File: src/rtl/bcd_pkg.sv
// Shared definitions for the digit-serial packed-BCD adder: FSM state
// encoding, BCD constants and the 9's-complement helper used when the
// subtract option is built in.
package bcd_pkg;

    typedef enum logic [1:0] {
        IDLE = 2'd0,
        RUN  = 2'd1,
        CORR = 2'd2,
        DONE = 2'd3
    } state_t;

    localparam logic [3:0] BCD_MAX = 4'd9;
    localparam logic [3:0] BCD_ADJ = 4'd6;

    // 9's complement of one BCD digit
    function automatic logic [3:0] nines(input logic [3:0] d);
        return BCD_MAX - d;
    endfunction

endpackage

File: src/rtl/bcd_digit_add.sv
// Single BCD digit adder with carry in/out. Binary sum above 9 is pulled
// back into decimal range by adding 6 modulo 16 and raising the carry.
module bcd_digit_add
    import bcd_pkg::*;
(
    input  logic [3:0] a,
    input  logic [3:0] b,
    input  logic       ci,
    output logic [3:0] s,
    output logic       co
);

    logic [4:0] t;

    // Binary add followed by decimal adjust
    always_comb begin
        t  = {1'b0, a} + {1'b0, b} + {4'b0000, ci};
        s  = t[3:0];
        co = 1'b0;
        if (t > {1'b0, BCD_MAX}) begin
            s  = t[3:0] + BCD_ADJ;
            co = 1'b1;
        end
    end

endmodule

File: src/rtl/bcd_serial_adder.sv
// Multi-digit packed-BCD adder, one digit per clock, LSD first.
// Operands are latched on start; sum/cout/invalid are registered and held
// until the next accepted start. Optional subtract mode (sub/neg ports and
// a CORR magnitude pass) is built when BCD_SERIAL_SUB_EN is defined.
module bcd_serial_adder
    import bcd_pkg::*;
#(
    parameter int DIGITS = 4
) (
    input  logic                clk,
    input  logic                rst_n,
    input  logic                start,
    input  logic [4*DIGITS-1:0] a,
    input  logic [4*DIGITS-1:0] b,
    output logic                busy,
    output logic                done,
    output logic [4*DIGITS-1:0] sum,
    output logic                cout,
    output logic                invalid
`ifdef BCD_SERIAL_SUB_EN
    ,
    input  logic                sub,
    output logic                neg
`endif
);

    localparam int W     = 4 * DIGITS;
    localparam int CNT_W = $clog2(DIGITS + 1);
    localparam logic [CNT_W-1:0] LAST = CNT_W'(DIGITS - 1);

    state_t           state;
    logic [W-1:0]     a_sh;
    logic [W-1:0]     b_sh;
    logic [W-1:0]     res_sh;
    logic [W-1:0]     res_next;
    logic [W-1:0]     s_ext;
    logic [W-1:0]     b_load;
    logic             carry;
    logic [CNT_W-1:0] cnt;
    logic [3:0]       dig_s;
    logic             dig_co;
    logic [2*DIGITS-1:0] bad;
    logic             is_sub;

`ifdef BCD_SERIAL_SUB_EN
    logic             sub_reg;
    logic [W-1:0]     res_nines;
    logic             to_corr;
    assign is_sub  = sub_reg;
    // Subtraction without a final carry means A<B: needs a magnitude pass
    assign to_corr = (state == RUN) && sub_reg && !dig_co;
`else
    assign is_sub  = 1'b0;
`endif

    // Per-digit range check and operand B preparation
    for (genvar gi = 0; gi < DIGITS; gi++) begin : g_digit
        assign bad[2*gi]     = (a[4*gi +: 4] > BCD_MAX);
        assign bad[2*gi + 1] = (b[4*gi +: 4] > BCD_MAX);
`ifdef BCD_SERIAL_SUB_EN
        assign b_load[4*gi +: 4]    = sub ? nines(b[4*gi +: 4]) : b[4*gi +: 4];
        assign res_nines[4*gi +: 4] = nines(res_next[4*gi +: 4]);
`else
        assign b_load[4*gi +: 4]    = b[4*gi +: 4];
`endif
    end

    bcd_digit_add u_digit (
        .a  (a_sh[3:0]),
        .b  (b_sh[3:0]),
        .ci (carry),
        .s  (dig_s),
        .co (dig_co)
    );

    // New digit enters at the top; after DIGITS shifts digit 0 sits at the bottom
    always_comb begin
        s_ext            = '0;
        s_ext[W-1 -: 4]  = dig_s;
        res_next         = (res_sh >> 4) | s_ext;
    end

    // Sequencer: latch on start, one digit per clock, registered results
    always_ff @(posedge clk or negedge rst_n) begin
        if (!rst_n) begin
            state   <= IDLE;
            a_sh    <= '0;
            b_sh    <= '0;
            res_sh  <= '0;
            carry   <= 1'b0;
            cnt     <= '0;
            busy    <= 1'b0;
            done    <= 1'b0;
            sum     <= '0;
            cout    <= 1'b0;
            invalid <= 1'b0;
`ifdef BCD_SERIAL_SUB_EN
            sub_reg <= 1'b0;
            neg     <= 1'b0;
`endif
        end else begin
            done <= 1'b0;
            case (state)
                IDLE: begin
                    if (start) begin
                        a_sh    <= a;
                        b_sh    <= b_load;
                        res_sh  <= '0;
                        cnt     <= '0;
                        invalid <= |bad;
                        busy    <= 1'b1;
                        state   <= RUN;
`ifdef BCD_SERIAL_SUB_EN
                        carry   <= sub;
                        sub_reg <= sub;
`else
                        carry   <= 1'b0;
`endif
                    end
                end
                RUN, CORR: begin
                    a_sh   <= a_sh >> 4;
                    b_sh   <= b_sh >> 4;
                    res_sh <= res_next;
                    carry  <= dig_co;
                    cnt    <= cnt + 1'b1;
                    if (cnt == LAST) begin
                        cnt <= '0;
`ifdef BCD_SERIAL_SUB_EN
                        if (to_corr) begin
                            // 0 - result = 9's complement + 1, digit-serial
                            a_sh  <= '0;
                            b_sh  <= res_nines;
                            carry <= 1'b1;
                            state <= CORR;
                        end else
`endif
                        begin
                            state <= DONE;
                            busy  <= 1'b0;
                            done  <= 1'b1;
                            sum   <= invalid ? '0 : res_next;
                            cout  <= !invalid && !is_sub && dig_co;
`ifdef BCD_SERIAL_SUB_EN
                            neg   <= !invalid && (state == CORR);
`endif
                        end
                    end
                end
                DONE: begin
                    state <= IDLE;
                end
                default: begin
                    state <= IDLE;
                    busy  <= 1'b0;
                end
            endcase
        end
    end

endmodule

File: config.mk
export PLATFORM = sky130hd
export DESIGN_NAME = bcd_serial_adder
export DESIGN_NICKNAME = d
export VERILOG_FILES = /design/src/rtl/bcd_pkg.sv /design/src/rtl/bcd_digit_add.sv /design/src/rtl/bcd_serial_adder.sv
export SDC_FILE = /design/constraint.sdc
export NUM_CORES = 1
export LEC_CHECK = 0
export ABC_AREA = 0
export BUFFER_PORTS_ARGS = -buffer_cell sky130_fd_sc_hd__buf_2
export CAP_MARGIN = 20
export CORE_ASPECT_RATIO = 1.4
export CORE_MARGIN = 2
export CORE_UTILIZATION = 55
export CTS_BUF_LIST = sky130_fd_sc_hd__clkbuf_4
export DETAILED_ROUTE_END_ITERATION = 10
export GPL_TIMING_DRIVEN = 0
export PLACE_DENSITY = 0.85
export REMOVE_ABC_BUFFERS = 1
export SETUP_SLACK_MARGIN = 0.15
export SLEW_MARGIN = 20
export SYNTH_ARGS = -nofsm -noshare
export SYNTH_HDL_FRONTEND = slang
export SYNTH_SLANG_ARGS = --single-unit
File: constraint.sdc
create_clock -name clk -period 5.3 [get_ports clk]
set_input_delay 1.06 -clock clk [delete_from_list [all_inputs] [get_ports clk]]
set_output_delay 1.06 -clock clk [all_outputs]
set_load 0.02 [all_outputs]
After elaboration in Yosys (flattened, before gate mapping). Cells that the tools add are included. Widths: inputs -> output; s select.

Add/subtract/negate cells: 4. $lt $le $gt $ge: 9. Equal/unequal tests: 6. Muxes and demuxes: 22. Bitwise operators: 1. Reduce and logical (&&, ||, !) cells: 11.

Operator list (count): $pmux 16 s2 (3); $mux 16 (4); $gt 4x4->1 const B (8); $or 12x16->16 (1); $reduce_and 2->1 (4); $reduce_or 8->1 (1); $mux 1 (6); $mux 3 (2); $pmux 2 s3 (1); $pmux 3 s2 (1); $add 4x4->5 (1); $add 5x1->5 (1); $gt 5x4->1 const B (1); $add 4x3->4 const B (1); $eq 2x2->1 const B (2); $mux 2 (2); $mux 4 (1); $ne 2x2->1 const B (2); $pmux 1 s2 (2); $add 3x1->3 const B (1); $eq 3x2->1 const B (1); $reduce_and 3->1 (1); $eq 2x1->1 const B (1); $logic_not 2->1 (1); 4 further kinds (4).

Register bits after elaboration: 74. Logic and storage cells: 64.

Depth between registers and ports, before layout.
Depth after elaboration: 6. Mapped depth: 9.

By module. A second synthesis with hierarchy kept.

Cell total of the unflattened synthesis: 315. Area total of the unflattened synthesis: 3335.7 um^2.

Modules (own cells, without submodules): bcd_serial_adder (times used 1, cells each 293, area each 3124.2 um^2, seq. area each 1751.7 um^2); bcd_digit_add (times used 1, cells each 22, area each 211.5 um^2, seq. area each 0.0 um^2).

Worst setup path after synthesis. No wires, ideal clock.

Kind: reg2reg. From: reg a_sh[0]. To: reg res_sh[14]. Setup time: 0.104 ns. Arrival time: 2.510 ns. Required time: 5.196 ns. Slack: 2.686 ns. Stages on the path, launching flop included: 10. Path buffers: 0. Clock period less this slack: 2.614 ns. Path through: dfrtp_1 > fa_1 > fa_1 > xnor2_1 > ha_1 > and2b_1 > a31oi_1 > and3_4 > or4_1 > o311ai_1.

Cells in the longest elaborated chain, start to end: 6.

Ends and longest elaborated chain: start: declaration (RTL line bcd_serial_adder.sv:32) `logic [W-1:0] a_sh;`; start signal: assignment (RTL line bcd_serial_adder.sv:122) `a_sh <= a_sh >> 4;`; $add 4x4->5 * (RTL line bcd_digit_add.sv:17) `t = {1'b0, a} + {1'b0, b} + {4'b0000, ci};`; $add 5x1->5 * (RTL line bcd_digit_add.sv:17); $add 4x3->4 / $gt 5x4->1 (equally long branches) (RTL line bcd_digit_add.sv:21, bcd_digit_add.sv:20); $mux 4 * (RTL line bcd_digit_add.sv:20) `if (t > {1'b0, BCD_MAX}) begin`; $or 12x16->16 * (RTL line bcd_serial_adder.sv:80) `res_next = (res_sh >> 4) | s_ext;`; $pmux 16 s2 * (RTL line bcd_serial_adder.sv:103) `case (state)`; end signal: assignment (RTL line bcd_serial_adder.sv:124) `res_sh <= res_next;`; end: declaration (RTL line bcd_serial_adder.sv:34) `logic [W-1:0] res_sh;`.

Every way passes the cells marked *; elsewhere a longest branch is shown, timed or not. A chain may end at the register's enable or synchronous reset.

Worst setup path in the final report. Ends and elaborated chain as after synthesis.

==> impl_metrics.ini <==
[sta]
holdWs_ns = 0.4863
post-route-min-period_ns = 2.831
timing.fmax_ghz = 0.3533
rsz0062_at_grt = false
finalHoldViolCount = 0
worst_pin_slew_ns = 0.9223
slew_viol_final = 0
period_share = 0.5341
finClkSkew_ns = 0.009732
slew_headroom = 0.3828
setup_viol = 0
setup_tns_ns = 0

[worst_setup_path]
critPathRequiredTime_ns = 5.62
cp_data_arrival_time_ns = 3.15
crit_type = flop to flop
worst-r2r-cell-count = 9
worstReg2RegEnd = res_sh[14]
cp-end-kind = flop
r2r_slack_ns = 2.47
cp-start-kind = flop
cp_max_fo = 5
worstReg2RegStart = a_sh[0]

[die]
rows = 33
fp.dieH_um = 95.45
die_w_um = 69.32
ioPinCount = 55
start_util = 0.5644
core_mm2 = 0.005822
dieArea_mm2 = 0.006617

[power_and_ir_drop]
powerDensity_mw_per_mm2 = 671.5
ir_worst_vdd_v = 0.0003986
p_sw_mw = 1.022
power_frac_seq = 0.337
p_comb_frac = 0.481
p_leak_nw = 1.887
intPower_mw = 1.557
pwr-share-clk = 0.182
power.total_mw = 2.578
sw_frac_of_total = 0.3962

[clock_tree]
path_clk_slew_ns = 0.11
cts_tree = done
clk_latency_ns = 0.42
cts_made_buffers = 9
cts_max_level = 3
ctsLongestPathBuffers = 2
cts.sinks = 70
root_buffer = clkbuf_4
hold_buffers = 0
postCtsSetupBuffers = 0
ctsResizeCount = 0

[yosys]
async_flop_share = 1.000
syn_area_per_cell_um2 = 10.27
yosysSeqAreaShare = 0.5331
yosysUniqueCellTypes = 38
synth_seq_cells = 70
netlist.area_leader.share = 0.5331
syn_inst = 320
syn_area_mm2 = 0.003286
yosysWarnings = 0
synth_ff_type = dfrtp_1
synthTopCellsByArea = dfrtp_1, o21ai_0, mux2i_1
synth-edff-count = 0
yosysTopAreaCell = dfrtp_1

[global_routing]
grt_pass1_vias = 2561
grt_pass1_wl_um = 11200
globalRouteOverflowTotal = 0
track_usage = 0.2155
antenna_found_initial = 0
grt_max_degree = 40

[detailed_routing]
drc = 0
vias = 2464
drt-initial-drc-count = 105
highest_layer = met4
drt-pass1-iter-count = 4
wl_met1_um = 2660
detail-route-antenna-nets = 0
drt-wirelength-per-cell_um = 14.02
routed_wl_um = 6237
wl_met3_um = 267
avgViaCountPerCell = 5.537
wl_met2_um = 3211

[placement]
placed_area_mm2 = 0.003625
portBuffers = 54
dp_hpwl_um = 4454
gp_congestion = 0.7743

[cells_and_area]
finalNetCount = 414
fin_area_mm2 = 0.003840
drive_above_1_share = 0.2080
fin_util = 0.6596
syn2layout_area_growth_pct = 16.87
num_antenna_cells = 0

[outcome]
status = completed

[worst_hold_path]
hold_class = flop to flop
hold_path_end = sum[9]
min_path_cells = 2
min-delay-start = sum[9]

[run]
cap_violations = 0
synth_stat cells, types with 2 or more instances:
| library cell | instances |
|---|---|
| a21oi_1 | 5 |
| a22o_1 | 9 |
| a22oi_1 | 8 |
| a32o_1 | 3 |
| and2_1 | 2 |
| buf_2 | 3 |
| clkbuf_1 | 13 |
| clkbuf_8 | 2 |
| dfrtp_1 | 70 |
| fa_1 | 2 |
| ha_1 | 7 |
| inv_1 | 5 |
| mux2i_1 | 25 |
| nand2_1 | 55 |
| nand2b_1 | 14 |
| nand3_1 | 3 |
| nand4_1 | 2 |
| nor2_1 | 8 |
| nor2b_1 | 2 |
| o21a_1 | 2 |
| o21ai_0 | 62 |
| o31ai_1 | 2 |
worst max-delay path: stages, from the launching register on:
cell	delay, ns
dfrtp_1	0.42
fa_1	0.46
fa_1	0.41
xnor2_1	0.35
ha_1	0.25
and2b_1	0.13
a31oi_1	0.05
and3_4	0.18
or4_1	0.40
o311ai_1	0.09
cell families after synthesis:
| kind of cell | after synthesis | share of synthesized area |
|---|---|---|
| DFF | 70 | 0.5331 |
| buffers and inverters | 24 | 0.03694 |
| adders and majority gates | 9 | 0.03884 |
| AOI/OAI and AO/OA | 96 | 0.1748 |
| xor gates and xnor gates | 1 | 0.002666 |
| and+or+nand+nor | 95 | 0.1375 |
| muxes | 25 | 0.07616 |
layer usage:
layer	global-route usage	vias to the layer above
met2	0.3902	64
met5	0	-
met3	0.05285	10
met4	0.08987	0
met1	0.2435	1157
li1	-	1233
how the worst max path moves through the flow:
| stage | start | endpoint | slack, ns | depth (start not counted) |
|---|---|---|---|---|
| final | a_sh[0] | res_sh[14] | 2.47 | 9 |
| after global routing | a_sh[0] | res_sh[14] | 2.28 | 9 |
| after CTS | a_sh[0] | res_sh[14] | 2.45 | 9 |
| after detailed placement | a_sh[0] | res_sh[14] | 2.49 | 9 |
| after global placement | state[0] | b_sh[2] | 0.18 | 4 |
| after floorplan | state[0] | a_sh[0] | 1.36 | 4 |
final cells by class:
| cell class | count | area (µm²) |
|---|---|---|
| Fill cell | 474 | 1982 |
| Clock buffer | 9 | 67.56 |
| Multi-Input combinational cell | 226 | 1426 |
| Clock inverter | 7 | 136.4 |
| Sequential cell | 70 | 1752 |
| Tap cell | 70 | 87.58 |
| Inverter | 5 | 18.77 |
| Timing Repair Buffer | 58 | 351.6 |
cells in the final DEF, fill, tap and decap left out, types with 2 or more instances in the layout:
master / count
dfrtp_1: 70
buf_12: 2
o21ai_0: 62
nor2b_1: 2
fa_1: 2
buf_2: 53
nand2_1: 55
bufinv_16: 4
and2_1: 2
a22o_1: 9
nand4_1: 2
inv_1: 5
clkbuf_4: 9
a32o_1: 3
nand2b_1: 14
o31ai_1: 2
ha_1: 6
mux2i_1: 25
a21oi_1: 4
nor2_1: 8
o21a_1: 2
a22oi_1: 8
nand3_1: 3
power by group through the flow:
stage | combinational [mW] | sequential, mW | clock, mW
6_report | 1.24 | 0.868 | 0.470
5_1_grt | 1.41 | 0.897 | 0.498
4_1_cts | 1.25 | 0.872 | 0.478
3_5_place_dp | 1.24 | 0.882 | 0
3_3_place_gp | 1.14 | 0.871 | 0
2_1_floorplan | 0.827 | 0.931 | 0
flip-flops by register name (all words and copies together) (netlist names):
name and count:
busy 1, sum 16, res_sh 12, invalid 1, a_sh 16, b_sh 16
carry 1, done 1, cout 1, cnt 3, state 2
metrics by stage:
| stage | std cells | worst slack [ns] |
|---|---|---|
| floorplan | 301 | 1.359 |
| global placement | 425 | 0.1794 |
| detailed placement | 428 | 2.487 |
| CTS | 444 | 2.451 |
| global route | 445 | 2.279 |
| finish | 445 | 2.469 |
(Power assumes the default switching activity.)
